`src/rtl/incubator_thermal_ctrl.sv`:
```
// Incubator thermal controller: hysteretic IDLE/HEAT/COOL FSM with dwell, banded
// fan speed while cooling, and a latched FAULT for persistently out-of-range sensors.
module incubator_thermal_ctrl #(
    parameter int SW           = 8,
    parameter int HEAT_ON      = 15,
    parameter int HEAT_OFF     = 30,
    parameter int COOL_ON      = 35,
    parameter int COOL_OFF     = 25,
    parameter int FAN_BASE     = 4,
    parameter int FAN_STEP     = 2,
    parameter int FAN_BAND     = 5,
    parameter int DWELL        = 4,
    parameter int T_MIN        = -20,
    parameter int T_MAX        = 70,
    parameter int FAULT_CYCLES = 16
) (
    input  logic                 clk,
    input  logic                 reset,
    input  logic signed [SW-1:0] sensor,
    input  logic                 sensor_valid,
    input  logic                 clear_fault,
    output logic                 heater,
    output logic                 cooler,
    output logic [3:0]           fan_rps,
    output logic [1:0]           state,
    output logic                 fault
);
    localparam int CW  = SW + 3;
    localparam int DWW = $clog2(DWELL + 1);
    localparam int FCW = $clog2(FAULT_CYCLES + 1);

    localparam logic signed [CW-1:0] HON  = CW'(HEAT_ON);
    localparam logic signed [CW-1:0] HOFF = CW'(HEAT_OFF);
    localparam logic signed [CW-1:0] CON  = CW'(COOL_ON);
    localparam logic signed [CW-1:0] COFF = CW'(COOL_OFF);
    localparam logic signed [CW-1:0] TLO  = CW'(T_MIN);
    localparam logic signed [CW-1:0] THI  = CW'(T_MAX);
    localparam logic signed [CW-1:0] B1   = CW'(COOL_ON + FAN_BAND);
    localparam logic signed [CW-1:0] B2   = CW'(COOL_ON + 2 * FAN_BAND);
    localparam logic signed [CW-1:0] B3   = CW'(COOL_ON + 3 * FAN_BAND);

    typedef enum logic [1:0] {IDLE = 2'd0, HEAT = 2'd1, COOL = 2'd2, FLT = 2'd3} st_t;

    st_t                     cur, nxt;
    logic [DWW-1:0]          dwell, dwell_d;
    logic [FCW-1:0]          fcnt, fcnt_d;
    logic signed [CW-1:0]    t;
    logic                    in_range, dwell_ok, fault_hit;
    logic [1:0]              k;
    logic [7:0]              fan_sum;
    logic [3:0]              fan_band, fan_d;
    logic                    heater_d, cooler_d, fault_d;

    assign t        = CW'(sensor);
    assign in_range = (t >= TLO) && (t <= THI);
    assign dwell_ok = (dwell == DWW'(DWELL));

    // Out-of-range counter only moves on valid samples; saturates at the trip point.
    always_comb begin
        fcnt_d = fcnt;
        if (sensor_valid) begin
            if (in_range)                           fcnt_d = '0;
            else if (fcnt != FCW'(FAULT_CYCLES))    fcnt_d = fcnt + 1'b1;
        end
    end
    assign fault_hit = sensor_valid && (fcnt_d == FCW'(FAULT_CYCLES));

    always_ff @(posedge clk or posedge reset) begin
        if (reset) cur <= IDLE;
        else       cur <= nxt;
    end

    always_comb begin
        nxt = cur;
        if (fault_hit) begin
            nxt = FLT;
        end else if (sensor_valid) begin
            case (cur)
                IDLE: if (dwell_ok) begin
                    if (t < HON)      nxt = HEAT;
                    else if (t > CON) nxt = COOL;
                end
                HEAT: if (dwell_ok) begin
                    if (t > CON)       nxt = COOL;
                    else if (t >= HOFF) nxt = IDLE;
                end
                COOL: if (dwell_ok) begin
                    if (t < HON)       nxt = HEAT;
                    else if (t < COFF) nxt = IDLE;
                end
                FLT: if (clear_fault && in_range) nxt = IDLE;
                default: nxt = IDLE;
            endcase
        end
    end

    always_comb begin
        k        = 2'(t >= B1) + 2'(t >= B2) + 2'(t >= B3);
        fan_sum  = 8'(FAN_BASE) + 8'(k) * 8'(FAN_STEP);
        fan_band = (fan_sum > 8'd15) ? 4'd15 : fan_sum[3:0];
    end

    // Outputs decode from the next state; fan holds its value across invalid samples.
    always_comb begin
        heater_d = 1'b0;
        cooler_d = 1'b0;
        fault_d  = 1'b0;
        fan_d    = 4'd0;
        case (nxt)
            HEAT: heater_d = 1'b1;
            COOL: begin
                cooler_d = 1'b1;
                fan_d    = sensor_valid ? fan_band : fan_rps;
            end
            FLT: begin
                fault_d = 1'b1;
                fan_d   = 4'd15;
            end
            default: ;
        endcase
        if (nxt != cur)                dwell_d = '0;
        else if (dwell_ok)             dwell_d = dwell;
        else                           dwell_d = dwell + 1'b1;
    end

    always_ff @(posedge clk or posedge reset) begin
        if (reset) begin
            heater  <= 1'b0;
            cooler  <= 1'b0;
            fault   <= 1'b0;
            fan_rps <= 4'd0;
            dwell   <= '0;
            fcnt    <= '0;
        end else begin
            heater  <= heater_d;
            cooler  <= cooler_d;
            fault   <= fault_d;
            fan_rps <= fan_d;
            dwell   <= dwell_d;
            fcnt    <= fcnt_d;
        end
    end

    assign state = cur;
endmodule

```
`config.mk`:
```
export PLATFORM = sky130hd
export DESIGN_NAME = incubator_thermal_ctrl
export DESIGN_NICKNAME = d
export VERILOG_FILES = /design/src/rtl/incubator_thermal_ctrl.sv
export SDC_FILE = /design/constraint.sdc
export NUM_CORES = 1
export LEC_CHECK = 0
export CORE_ASPECT_RATIO = 0.8
export CORE_MARGIN = 5
export CORE_UTILIZATION = 56
export DETAILED_ROUTE_END_ITERATION = 7
export GPL_TIMING_DRIVEN = 1
export PLACE_DENSITY_LB_ADDON = 0.25
export SETUP_SLACK_MARGIN = 0.02
export SYNTH_ARGS = -nofsm -noshare
export SYNTH_HDL_FRONTEND = slang
export SYNTH_SLANG_ARGS = --single-unit
```
`constraint.sdc`:
```
create_clock -name clk -period 5.6 [get_ports clk]
set_input_delay 1.4 -clock clk [delete_from_list [all_inputs] [get_ports clk]]
set_output_delay 1.4 -clock clk [all_outputs]
set_load 0.01 [all_outputs]
```
==> results of run 1 <==
[through the flow]
step                      hold slack, ns  power (W)  worst slack (ns)
after floorplan                    0.529   0.000367              2.59
after detailed placement           0.537   0.000466              1.78
after global routing               0.570   0.000575              1.94
after global placement             0.526   0.000457              1.84
final                              0.546   0.000528              2.06
after CTS                          0.551   0.000530              2.07
[cell usage in the layout, fill, tap and decap left out, types with 2 or more instances in the layout]
cell type | synthesis | final
o21ai_0 | 7 | 7
clkbuf_4 | 0 | 3
o21a_1 | 3 | 3
xnor2_1 | 3 | 3
ha_1 | 4 | 4
a211o_2 | 2 | 2
nor4_1 | 3 | 3
a21oi_1 | 7 | 7
mux2i_1 | 2 | 2
nor2_1 | 8 | 8
nor3_1 | 2 | 2
a41o_1 | 2 | 2
nand3_1 | 2 | 2
o311a_1 | 2 | 2
a21o_1 | 2 | 2
nand4_1 | 2 | 2
dfrtp_1 | 17 | 17
nand2_1 | 12 | 12
clkdlybuf4s50_1 | 0 | 20
o21bai_1 | 3 | 3
inv_1 | 10 | 10
a31oi_1 | 2 | 2
nor2b_1 | 3 | 3
[routing by layer]
metal  vias to the layer above  global-route usage [%]  share of wire (%)
met5                         -                       0                  0
met1                       488                    24.6                 48
met4                         0                    4.59               0.46
met2                        30                    26.0                 45
li1                        510                       -                  -
met3                         2                    6.57                6.4
[area by class of cell]
class | count | area (µm²)
tap | 25 | 31.3
clock buffer | 3 | 22.5
clock inverter | 1 | 5.00
multi-input combinational | 94 | 693
timing repair buffer | 20 | 200
sequential | 17 | 425
inverter | 10 | 37.5
fill | 170 | 687
[worst max path at each step]
| stage | startpoint | to | slack [ns] | cells after the start |
|---|---|---|---|---|
| 5_1_grt | sensor[7] | dwell[1]$_DFFE_PP0P_ | 1.94 | 7 |
| 4_1_cts | sensor[7] | dwell[1]$_DFFE_PP0P_ | 2.07 | 7 |
| 6_report | sensor[7] | dwell[0]$_DFFE_PP0P_ | 2.06 | 7 |
| 3_5_place_dp | sensor[7] | dwell[1]$_DFFE_PP0P_ | 1.78 | 7 |
| 2_1_floorplan | sensor[5] | dwell[0]$_DFFE_PP0P_ | 2.59 | 6 |
| 3_3_place_gp | sensor[7] | dwell[1]$_DFFE_PP0P_ | 1.84 | 7 |
[critical path, cell delays in order]
cell and delay [ns]:
clkdlybuf4s50_1 0.72, nor2b_1 0.25, a22oi_1 0.13, a211o_2 0.38, a41o_1 0.24, mux2_4 0.32
nor4_1 0.29
[synthesized netlist by cell type (2+ instances only)]
master and instances:
a211o_2 2, a21o_1 2, a21oi_1 7, a31oi_1 2, a41o_1 2, buf_2 2, buf_6 2, clkbuf_1 2
dfrtp_1 17, ha_1 4, inv_1 10, mux2i_1 2, nand2_1 12, nand3_1 2, nand4_1 2, nor2_1 8
nor2b_1 3, nor3_1 2, nor4_1 3, o21a_1 3, o21ai_0 7, o21bai_1 3, o311a_1 2, xnor2_1 3
[sequential cells by signal, summed over array words and instances (netlist names)]
signal / cells
dwell: 3
heater: 1
fan_rps: 4
fault: 1
state: 2
fcnt: 5
cooler: 1
[cell families (layout without fill, tap and decap cells)]
| kind of cell | after synthesis | in the layout | synth area share (%) |
|---|---|---|---|
| simple gates | 40 | 40 | 17.8 |
| flops | 17 | 17 | 35.3 |
| fa+ha+maj | 5 | 5 | 5.82 |
| buf+inv | 17 | 34 | 7.07 |
| xor+xnor | 4 | 4 | 2.91 |
| compound gates | 42 | 42 | 28.2 |
| mux | 3 | 3 | 2.91 |
[power by group through the flow]
stage	registers, W	clock network [W]	logic [W]
after global placement	0.000209	0	0.000249
final	0.000208	0.0000652	0.000254
after detailed placement	0.000210	0	0.000256
after CTS	0.000207	0.0000655	0.000257
after global routing	0.000216	0.0000736	0.000285
after floorplan	0.000213	0	0.000154
==> impl_metrics.json, run 1 <==
{
  "status": "finished, final reports clean",
  "setup_viol": 0,
  "slew_viol_final": 0,
  "fp.dieH_um": 51.5,
  "cts_resized": 0,
  "rsz0062_at_grt": "false",
  "drive_gt1_share_pct": 8.28,
  "p_leak_nw": 0.608,
  "vias": 1030,
  "track_usage_pct": 17.7,
  "post_cts_buffers": 0,
  "p_sw_w": 0.000200,
  "synth.top_cell.area_share_pct": 35.3,
  "required_ns": 5.78,
  "crit_fanout": 13,
  "cts.sinks": 17,
  "synth_area_mm2": 0.00120,
  "reg2reg_to": "dwell[0]$_DFFE_PP0P_",
  "ios": 21,
  "clock-root-buffer": "clkbuf_4",
  "hold_buffers": 0,
  "holdCritPathClass": "reg2reg",
  "areaGrowthSynthToFinish_pct": 17.6,
  "die_area_mm2": 0.00318,
  "synth_edf_count": 0,
  "antenna_found_initial": 0,
  "cp-start-kind": "input port",
  "htreeDepth": 1,
  "tightest_slew_ns": 0.616,
  "avgSynthCellArea_um2": 9.40,
  "wl_um": 2420,
  "switching_share_pct": 37.8,
  "synthCells": 128,
  "drt_iter0_markers": 46,
  "ys_ff_latch": 17,
  "die_w_um": 61.8,
  "regToRegSetupSlack_ns": 3.27,
  "syn_nets": 145,
  "portBuffers": 20,
  "placed_cell_area_mm2": 0.00139,
  "reg2reg_depth": 8,
  "async_flop_share_pct": 100,
  "cts_buffers": 3,
  "grt_pass1_vias": 939,
  "num_rows": 15,
  "setup_tns_ns": 0,
  "nets": 163,
  "irDropWorstVdd_mv": 0.296,
  "internal_power_w": 0.000328,
  "grt_pass1_wl_um": 4220,
  "fin_skew_ns": 0.00438,
  "synth_cell_types": 48,
  "path_class": "in2reg",
  "viasPerCell": 6.06,
  "worst_setup_path_end_kind": "register",
  "hold_path_depth": 2,
  "fin_crit_sh_pct": 63.3,
  "hold_end": "fan_rps[0]$_DFFE_PP0P_",
  "start_util_pct": 57.3,
  "core_area_mm2": 0.00210,
  "worstHoldStart": "fan_rps[0]$_DFFE_PP0P_",
  "ctsLongestPathBuffers": 2,
  "seqPwrFrac_pct": 39.5,
  "overflow": 0,
  "synthFlopType": "dfrtp_1",
  "synth_seq_area_share_pct": 35.3,
  "critPathArrivalTime_ns": 3.73,
  "place.gp.congestion": 0.832,
  "timing.rr.start": "fcnt[0]$_DFF_PP0_",
  "clockPowerShare_pct": 12.4,
  "wl_per_cell_um": 14.2,
  "cts_tree": "built",
  "drc": 0,
  "drv_cap": 0,
  "fmax_ghz": 0.282,
  "slew_headroom_pct": 58.9,
  "n_antenna_cell": 0,
  "placed_cells": 166,
  "grt_max_degree": 18,
  "final_cells": 170,
  "worst_skew_pair.late_latency_ns": 0.29,
  "final_util_pct": 67.3,
  "yosysTopAreaCell": "dfrtp_1",
  "synth_warnings": 0,
  "drt_pass1_iterations": 5,
  "antenna_left": 0,
  "combinationalPowerShare_pct": 48.2,
  "powerDensity_mw_per_mm2": 373,
  "clkTransAtPathRegs_ns": 0.10,
  "synthTopCellsByArea": "dfrtp_1, ha_1, nand2_1, inv_1, a21oi_1",
  "dp_hpwl_um": 1850,
  "hold_viol": 0,
  "post-route-min-period_ns": 3.54,
  "design_area_mm2": 0.00142
}
Power figures use the tool's default switching activity.
==> run 2, diff against run 1 <==
--- a/config.mk
+++ b/config.mk
@@ -7,7 +7,7 @@
 export LEC_CHECK = 0
 export CORE_ASPECT_RATIO = 0.8
 export CORE_MARGIN = 5
-export CORE_UTILIZATION = 56
+export CORE_UTILIZATION = 52
 export DETAILED_ROUTE_END_ITERATION = 7
 export GPL_TIMING_DRIVEN = 1
 export PLACE_DENSITY_LB_ADDON = 0.25
==> constraint.sdc (replaced) <==
create_clock -name clk -period 3.7 [get_ports clk]
set_input_delay 0.925 -clock clk [delete_from_list [all_inputs] [get_ports clk]]
set_output_delay 0.925 -clock clk [all_outputs]
set_load 0.01 [all_outputs]
==> run 2 against run 1 <==
Against the previous run: hold slack worse by 0.0056 ns; combinational power up 55%; largest cell class unchanged; via count up 3.2%; first-iteration DRC count up 59%; critical path depth unchanged; count of clock-buffer cells in the layout up 1; largest power group unchanged; sequential share of layout area down 0.29 points; final area up 0.97%; clock power up 47%; global-route usage down 0.94 points.
==> impl_metrics.json, run 2 (synthesized netlist as in run 1, its figures left out) <==
{
  "areaGrowthSynthToFinish_pct": 18.7,
  "regMostFlops": "fcnt",
  "crit_fanout": 9,
  "slew_headroom_pct": 58.3,
  "powerDensity_mw_per_mm2": 565,
  "setup_viol": 0,
  "final_cell_mix": "clkdlybuf4s50_1, dfrtp_1, nand2_1, inv_1, nor2_1",
  "n_antenna_cell": 0,
  "drt_pass1_iterations": 5,
  "regToRegSetupSlack_ns": 1.39,
  "reg2reg_depth": 8,
  "hold_viol": 0,
  "post_cts_buffers": 0,
  "portBuffers": 20,
  "antenna_found_initial": 0,
  "viasPerCell": 6.18,
  "vias": 1063,
  "p_leak_nw": 0.615,
  "rsz0062_at_grt": "false",
  "timing.rr.start": "fcnt[0]$_DFF_PP0_",
  "fmax_ghz": 0.325,
  "place.gp.congestion": 0.868,
  "fp.dieH_um": 53.0,
  "htreeDepth": 1,
  "track_usage_pct": 16.8,
  "register_area_um2": 425,
  "top_regs": "fcnt x5, fan_rps x4, dwell x3",
  "num-fill-cells": 195,
  "wl_per_cell_um": 15.5,
  "layout_commonest_cell": "clkdlybuf4s50_1",
  "start_util_pct": 55.3,
  "largest_register_ffs": 5,
  "antenna_left": 0,
  "hold_buffers": 0,
  "fin_crit_sh_pct": 83.1,
  "cts.sinks": 17,
  "drc": 0,
  "reg2reg_to": "dwell[0]$_DFFE_PP0P_",
  "dp_hpwl_um": 2080,
  "nets": 165,
  "irDropWorstVdd_mv": 0.389,
  "path_class": "in2reg",
  "timing.hold.ws_ns": 0.541,
  "cp-start-kind": "input port",
  "critPathArrivalTime_ns": 3.29,
  "grt_max_degree": 18,
  "drt_iter0_markers": 73,
  "grt_pass1_wl_um": 4440,
  "setup_tns_ns": 0,
  "status": "finished, final reports clean",
  "total_power_w": 0.000807,
  "num_rows": 15,
  "ctsLongestPathBuffers": 2,
  "wl_um": 2670,
  "die_area_mm2": 0.00338,
  "drive_gt1_share_pct": 8.84,
  "multi_input_area_um2": 693,
  "post-route-min-period_ns": 3.07,
  "hold_end": "fan_rps[0]$_DFFE_PP0P_",
  "clkTransAtPathRegs_ns": 0.10,
  "worst_skew_pair.late_latency_ns": 0.29,
  "fin_skew_ns": 0.0127,
  "clock-root-buffer": "clkbuf_4",
  "cts_resized": 0,
  "worstHoldStart": "fan_rps[0]$_DFFE_PP0P_",
  "drv_cap": 0,
  "core_area_mm2": 0.00218,
  "die_w_um": 63.8,
  "grt_pass1_vias": 985,
  "cts_buffers": 3,
  "ios": 21,
  "tightest_slew_ns": 0.625,
  "overflow": 0,
  "required_ns": 3.92,
  "holdCritPathClass": "reg2reg",
  "cts_tree": "built",
  "slew_viol_final": 0,
  "hold_path_depth": 2,
  "worst_setup_path_end_kind": "register"
}
run 2: changes by cell type in the layout (fill, tap and decap cells not counted), sizes merged:
cell / before / now
buf: 0 / 2
clkbuf: 3 / 4
clkinv: 1 / 0
run 2: how the worst max path moves through the flow:
stage,start,endpoint,slack (ns),cells after the start
2_1_floorplan,sensor[5],dwell[0]$_DFFE_PP0P_,1.17,6
3_3_place_gp,sensor[3],dwell[2]$_DFFE_PP0P_,0.47,7
3_5_place_dp,sensor[5],dwell[0]$_DFFE_PP0P_,0.39,7
4_1_cts,sensor[5],dwell[0]$_DFFE_PP0P_,0.69,7
5_1_grt,sensor[5],heater$_DFF_PP0_,0.47,7
6_report,sensor[3],heater$_DFF_PP0_,0.63,7
run 2: layout make-up:
| class | count | share of cell area [%] |
|---|---|---|
| timing repair buffer | 22 | 15.1 |
| inverter | 10 | 2.63 |
| sequential | 17 | 29.8 |
| tap | 25 | 2.19 |
| clock buffer | 4 | 1.84 |
| multi-input combinational | 94 | 48.5 |
run 2: critical path, cell delays in order:
cell and delay (ns):
clkdlybuf4s50_1 0.69, nand2_1 0.18, a221oi_2 0.37, a221oi_1 0.15, a41o_1 0.30, a21oi_1 0.45, nor2b_1 0.23
run 2: metrics by stage:
step                      utilization [%]  area, µm²  std cells  setup WS, ns
after floorplan                         -       1200        128          1.17
after global placement               64.4       1400        168         0.469
after detailed placement             64.4       1400        168         0.393
after CTS                            65.6       1430        172         0.685
after global routing                 65.6       1430        172         0.465
final                                65.6       1430        172         0.627
run 2: layer usage:
| layer | vias to the layer above | wire, µm | track usage (%) | share of wire, % |
|---|---|---|---|---|
| met5 | - | 0 | 0 | 0 |
| met4 | 0 | 0 | 3.81 | 0 |
| li1 | 512 | - | - | - |
| met3 | 0 | 140 | 4.25 | 5.2 |
| met2 | 34 | 1270 | 28.8 | 47 |
| met1 | 517 | 1270 | 21.4 | 47 |
run 2: power by group:
part / switching (W) / internal, W / total (W)
combinational: 0.000191 / 0.000202 / 0.000393
sequential: 0.0000622 / 0.000255 / 0.000318
clock: 0.0000541 / 0.0000419 / 0.0000959
==> run 3, diff against run 2 <==
--- a/config.mk
+++ b/config.mk
@@ -7,7 +7,7 @@
 export LEC_CHECK = 0
 export CORE_ASPECT_RATIO = 0.8
 export CORE_MARGIN = 5
-export CORE_UTILIZATION = 52
+export CORE_UTILIZATION = 47
 export DETAILED_ROUTE_END_ITERATION = 7
 export GPL_TIMING_DRIVEN = 1
 export PLACE_DENSITY_LB_ADDON = 0.25
==> constraint.sdc (replaced) <==
create_clock -name clk -period 2.6 [get_ports clk]
set_input_delay 0.65 -clock clk [delete_from_list [all_inputs] [get_ports clk]]
set_output_delay 0.65 -clock clk [all_outputs]
set_load 0.01 [all_outputs]
==> run 3 against run 2 <==
Against the previous run: via count grew 5.0%; worst setup slack lost 0.57 ns; die area grew 8.8%; flip-flop and latch count is the same; register-to-register slack lost 1.1 ns; global-route usage grew 0.28 points; hold slack lost 0.0089 ns; first-iteration DRC count shrank 8.2%; sequential share of layout area shrank 4.5 points; critical path type unchanged; largest power group unchanged.
==> impl_metrics.json, run 3 (synthesized netlist as in run 1, its figures left out) <==
{
  "core_area_mm2": 0.00244,
  "ios": 21,
  "path_class": "in2reg",
  "regMostFlops": "fcnt",
  "post-route-min-period_ns": 2.55,
  "powerDensity_mw_per_mm2": 758,
  "fmax_ghz": 0.393,
  "start_util_pct": 49.3,
  "htreeDepth": 1,
  "slew_viol_final": 0,
  "crit_fanout": 7,
  "cp-start-kind": "input port",
  "critPathArrivalTime_ns": 2.76,
  "placed_cells": 196,
  "grt_pass1_wl_um": 4890,
  "dp_slack_ns": -0.351,
  "rsz0062_at_grt": "true",
  "irDropWorstVdd_mv": 0.458,
  "wl_um": 3130,
  "drt_iter0_markers": 67,
  "final_cells": 204,
  "wl_per_cell_um": 15.3,
  "antenna_found_initial": 0,
  "path_buf_inv": 2,
  "drv_cap": 0,
  "final_cell_mix": "buf_4, dfrtp_1, clkdlybuf4s50_1, nand2_1, inv_1",
  "drt_pass1_iterations": 4,
  "ctsLongestPathBuffers": 2,
  "hold_buffers": 0,
  "status": "finished, final reports clean",
  "grt_pass1_vias": 1065,
  "worst_setup_path_end_kind": "register",
  "fin_crit_sh_pct": 97.9,
  "fin_skew_ns": 0.00714,
  "cts.sinks": 17,
  "cts_tree": "built",
  "drc": 0,
  "slew_headroom_pct": 38.3,
  "timing.hold.ws_ns": 0.532,
  "viasPerCell": 5.47,
  "critical-path-slowest-cell": "clkdlybuf4s50_1",
  "portBuffers": 20,
  "total_power_w": 0.00128,
  "cts_buffers": 3,
  "drive_gt1_share_pct": 26.2,
  "layout_commonest_cell": "buf_4",
  "num_rows": 16,
  "cp_cell_sequence": "clkdlybuf4s50_1 -> and3_4 -> o41ai_4 -> buf_6 -> a211o_4 -> a41o_1 -> mux2_4 -> nor4_2",
  "holdCritPathClass": "reg2reg",
  "clock-root-buffer": "clkbuf_4",
  "n_antenna_cell": 0,
  "nets": 186,
  "top_regs": "fcnt x5, fan_rps x4, dwell x3",
  "setup_viol": 0,
  "fp.dieH_um": 55.3,
  "largest_register_ffs": 5,
  "regToRegSetupSlack_ns": 0.28,
  "clkTransAtPathRegs_ns": 0.11,
  "fin_ws_ns": 0.0541,
  "dp_hpwl_um": 2300,
  "die_w_um": 66.6,
  "required_ns": 2.81,
  "worst_skew_pair.late_latency_ns": 0.30,
  "die_area_mm2": 0.00368,
  "grt_max_degree": 18,
  "track_usage_pct": 17.1,
  "antenna_left": 0,
  "p_leak_nw": 0.751,
  "vias": 1116,
  "hold_viol": 0,
  "critPathMaxStageDelay_ns": 0.49,
  "areaGrowthSynthToFinish_pct": 39.7,
  "path_delay_family": "compound AO/OA/AOI/OAI gates",
  "place.gp.congestion": 0.862,
  "tightest_slew_ns": 0.918,
  "overflow": 0
}
[run 3: changes by cell type in the layout (fill, tap and decap cells not counted), sizes merged]
cell / before / now
buf: 2 / 23
dlygate4sd2: 0 / 2
dlymetal6s2s: 0 / 2
clkbuf: 4 / 3
clkdlybuf4s50: 20 / 16
clkinvlp: 0 / 1
[run 3: metal layers]
| layer | share of wire [%] | track usage, % |
|---|---|---|
| met3 | 6.4 | 6.09 |
| met5 | 0 | 0 |
| met1 | 42 | 21.9 |
| met4 | 1.3 | 4.93 |
| met2 | 50 | 26.8 |
[run 3: timing repair]
item	CTS	global route
setup endpoints to repair	1	11
cloned	0	0
pin swaps	1	4
buffers inserted	0	5
gates resized for setup	3	15
[run 3: cell type report]
cell class,instances,area (µm²)
Timing Repair Buffer,43,379
Clock buffer,3,22.5
Sequential cell,17,425
Multi-Input combinational cell,94,764
Clock inverter,1,7.51
Inverter,10,37.5
Fill cell,209,761
Tap cell,36,45.0
[run 3: worst register-to-register path: stages (launching register included)]
cell and delay, ns:
dfrtp_1 0.48, inv_1 0.08, ha_1 0.19, nand4bb_1 0.16, nand2_1 0.14, a211o_4 0.34, a41o_1 0.27, mux2_4 0.34
nor4_2 0.25
[run 3: per-stage QoR]
stage / util [%] / area (µm²) / TNS [ns]
after global placement: 63.2 / 1540 / -2.25
after detailed placement: 63.2 / 1540 / -2.81
after global routing: 68.9 / 1680 / -0.0322
final: 68.9 / 1680 / 0
after floorplan: - / 1200 / 0
after CTS: 64.6 / 1580 / 0
[run 3: report_power, final]
part | internal [W] | switching, W | leakage (nW) | total, W
clock network | 0.0000586 | 0.0000875 | 0.0139 | 0.000146
logic | 0.000365 | 0.000306 | 0.528 | 0.000671
registers | 0.000363 | 0.0000947 | 0.209 | 0.000458
total | 0.000787 | 0.000488 | 0.751 | 0.00128
[run 3: path summary, 6_finish.rpt]
path	endpoint	cells past startpoint	startpoint
worst max register to register	dwell[0]$_DFFE_PP0P_	8	fcnt[0]$_DFF_PP0_
worst max-delay path	dwell[0]$_DFFE_PP0P_	8	sensor[1]
worst min register to register	fan_rps[0]$_DFFE_PP0P_	2	fan_rps[0]$_DFFE_PP0P_
worst min-delay path	fan_rps[0]$_DFFE_PP0P_	2	fan_rps[0]$_DFFE_PP0P_
max in group asynchronous	heater$_DFF_PP0_	2	reset
min in group asynchronous	state[1]$_DFF_PP0_	2	reset
==> RTL change: new RTL, settings of run 2 <==
Register the output `fault` once more, with the module's reset; this adds one clock of latency there. The other outputs are not delayed to match.
--- a/src/rtl/incubator_thermal_ctrl.sv
+++ b/src/rtl/incubator_thermal_ctrl.sv
@@ -41,4 +41,6 @@
 
     typedef enum logic [1:0] {IDLE = 2'd0, HEAT = 2'd1, COOL = 2'd2, FLT = 2'd3} st_t;
+
+    logic fault_s0;
 
     st_t                     cur, nxt;
@@ -128,5 +130,5 @@
             heater  <= 1'b0;
             cooler  <= 1'b0;
-            fault   <= 1'b0;
+            fault_s0 <= 1'b0;
             fan_rps <= 4'd0;
             dwell   <= '0;
@@ -135,5 +137,5 @@
             heater  <= heater_d;
             cooler  <= cooler_d;
-            fault   <= fault_d;
+            fault_s0 <= fault_d;
             fan_rps <= fan_d;
             dwell   <= dwell_d;
@@ -143,4 +145,12 @@
 
     assign state = cur;
+    always_ff @(posedge clk or posedge reset) begin
+        if (reset) begin
+            fault <= '0;
+        end else begin
+            fault <= fault_s0;
+        end
+    end
+
 endmodule
 
Check against the original RTL: same outputs for any inputs over 10 cycles, from zero or initial values and one cycle with reset high; that may be too few to reach the edited logic, so the function may still have changed.
==> RTL change against run 2 <==
Final area is 12% higher; routed wire length is 9.8% higher; non-clock buffer count is 1 lower; total power is 12% higher; area after synthesis is 17% higher; sequential cell count is 1 higher; setup slack better by 0.17 ns; critical path type unchanged; largest cell class unchanged; largest power group unchanged.
==> RTL change: results <==
export IMPL_crit_reg2reg_capture="cooler"
export IMPL_min_delay_path_depth=0
export IMPL_syn_num_nets=162
export IMPL_fin_worst_skew_ns=0.00794
export IMPL_drive_above_1_share=0.163
export IMPL_post_route_util=0.634
export IMPL_detail_route_wl_per_cell_um=15.0
export IMPL_final_period_utilization=0.785
export IMPL_worst_slew_pin_transition_ns=0.684
export IMPL_yosys_cell_types_count=61
export IMPL_timing_critical_path_arrival_ns=3.14
export IMPL_global_route_usage_met3=0.0459
export IMPL_number_of_port_buffers=20
export IMPL_ir_drop_mv=0.355
export IMPL_layout_nets=178
export IMPL_post_drt_via_cell_ratio=5.83
export IMPL_root_buffer="sky130_fd_sc_hd__clkbuf_4"
export IMPL_grt_util_met2=0.243
export IMPL_origin_of_the_worst_min_delay_path="fault_s0"
export IMPL_place_gp_congestion=0.864
export IMPL_detailedPlace_worstSlack_ns=0.504
export IMPL_placed_cell_area_um2=1560
export IMPL_drtPass1Iterations=4
export IMPL_min_delay_worst_endpoint="fault"
export IMPL_standby_leakage_power_nw=0.655
export IMPL_ys_top_cells_by_area="sky130_fd_sc_hd__dfrtp_1 (32%), sky130_fd_sc_hd__buf_6 (6.4%), sky130_fd_sc_hd__ha_1 (3.5%)"
export IMPL_groute_usage_overall=0.164
export IMPL_synth_seq_area_share=0.319
export IMPL_grt_pass1_wl_um=4950
export IMPL_regToRegStartpoint="fcnt[0]"
export IMPL_drt_first_iter_violations=75
export IMPL_grt_pass1_vias=1077
export IMPL_status="finished, final reports clean"
export IMPL_timing_critical_path_fanout_max=10
export IMPL_crit_start="sensor[6]"
export IMPL_place_detailed_hpwl_um=2230
export IMPL_grtUsageMet1=0.233
export IMPL_r2r_setup_slack_ns=1.24
export IMPL_number_of_fill_cells=236
-- RTL change: final cells by class --
| cell class | count | area share |
|---|---|---|
| Sequential cell | 18 | 0.282 |
| Tap cell | 36 | 0.0282 |
| Multi-Input combinational cell | 109 | 0.519 |
| Timing Repair Buffer | 21 | 0.130 |
| Clock buffer | 4 | 0.0227 |
| Inverter | 8 | 0.0188 |
-- RTL change: critical path, cell delays in order --
cell and delay, ns:
sky130_fd_sc_hd__clkdlybuf4s50_1 0.65, sky130_fd_sc_hd__nand2_1 0.14, sky130_fd_sc_hd__o21a_4 0.25, sky130_fd_sc_hd__o311a_1 0.36, sky130_fd_sc_hd__o22ai_2 0.14, sky130_fd_sc_hd__and2_1 0.45
sky130_fd_sc_hd__nor2b_4 0.23
-- RTL change: layer usage --
metal  vias to the layer above  wire length (um)
li1                        563                 -
met3                         4               212
met2                        40              1320
met1                       536              1380
met4                         0                23
met5                         -                 0
-- RTL change: cell families (layout without fill, tap and decap cells) --
logic type	Yosys count	after routing	share of synthesized area
AND/OR/NAND/NOR	52	52	0.231
buffers and inverters	18	33	0.0931
AO/OA/AOI/OAI	47	47	0.273
adder cells (fa/ha/maj)	5	5	0.0496
multiplexers	3	3	0.0222
flip-flops	18	18	0.319
XOR/XNOR	2	2	0.0124
-- RTL change: metrics by stage --
| step | instances | hold slack [ns] |
|---|---|---|
| after floorplan | 145 | 0.331 |
| after global placement | 192 | 0.333 |
| after detailed placement | 192 | 0.337 |
| after CTS | 196 | 0.362 |
| after global routing | 196 | 0.384 |
| final | 196 | 0.361 |
-- RTL change: where the power goes --
group | switching, W | total [W] | internal, W
clock network | 0.0000657 | 0.000126 | 0.0000600
registers | 0.0000604 | 0.000327 | 0.000266
logic | 0.000220 | 0.000455 | 0.000234
total | 0.000347 | 0.000907 | 0.000561
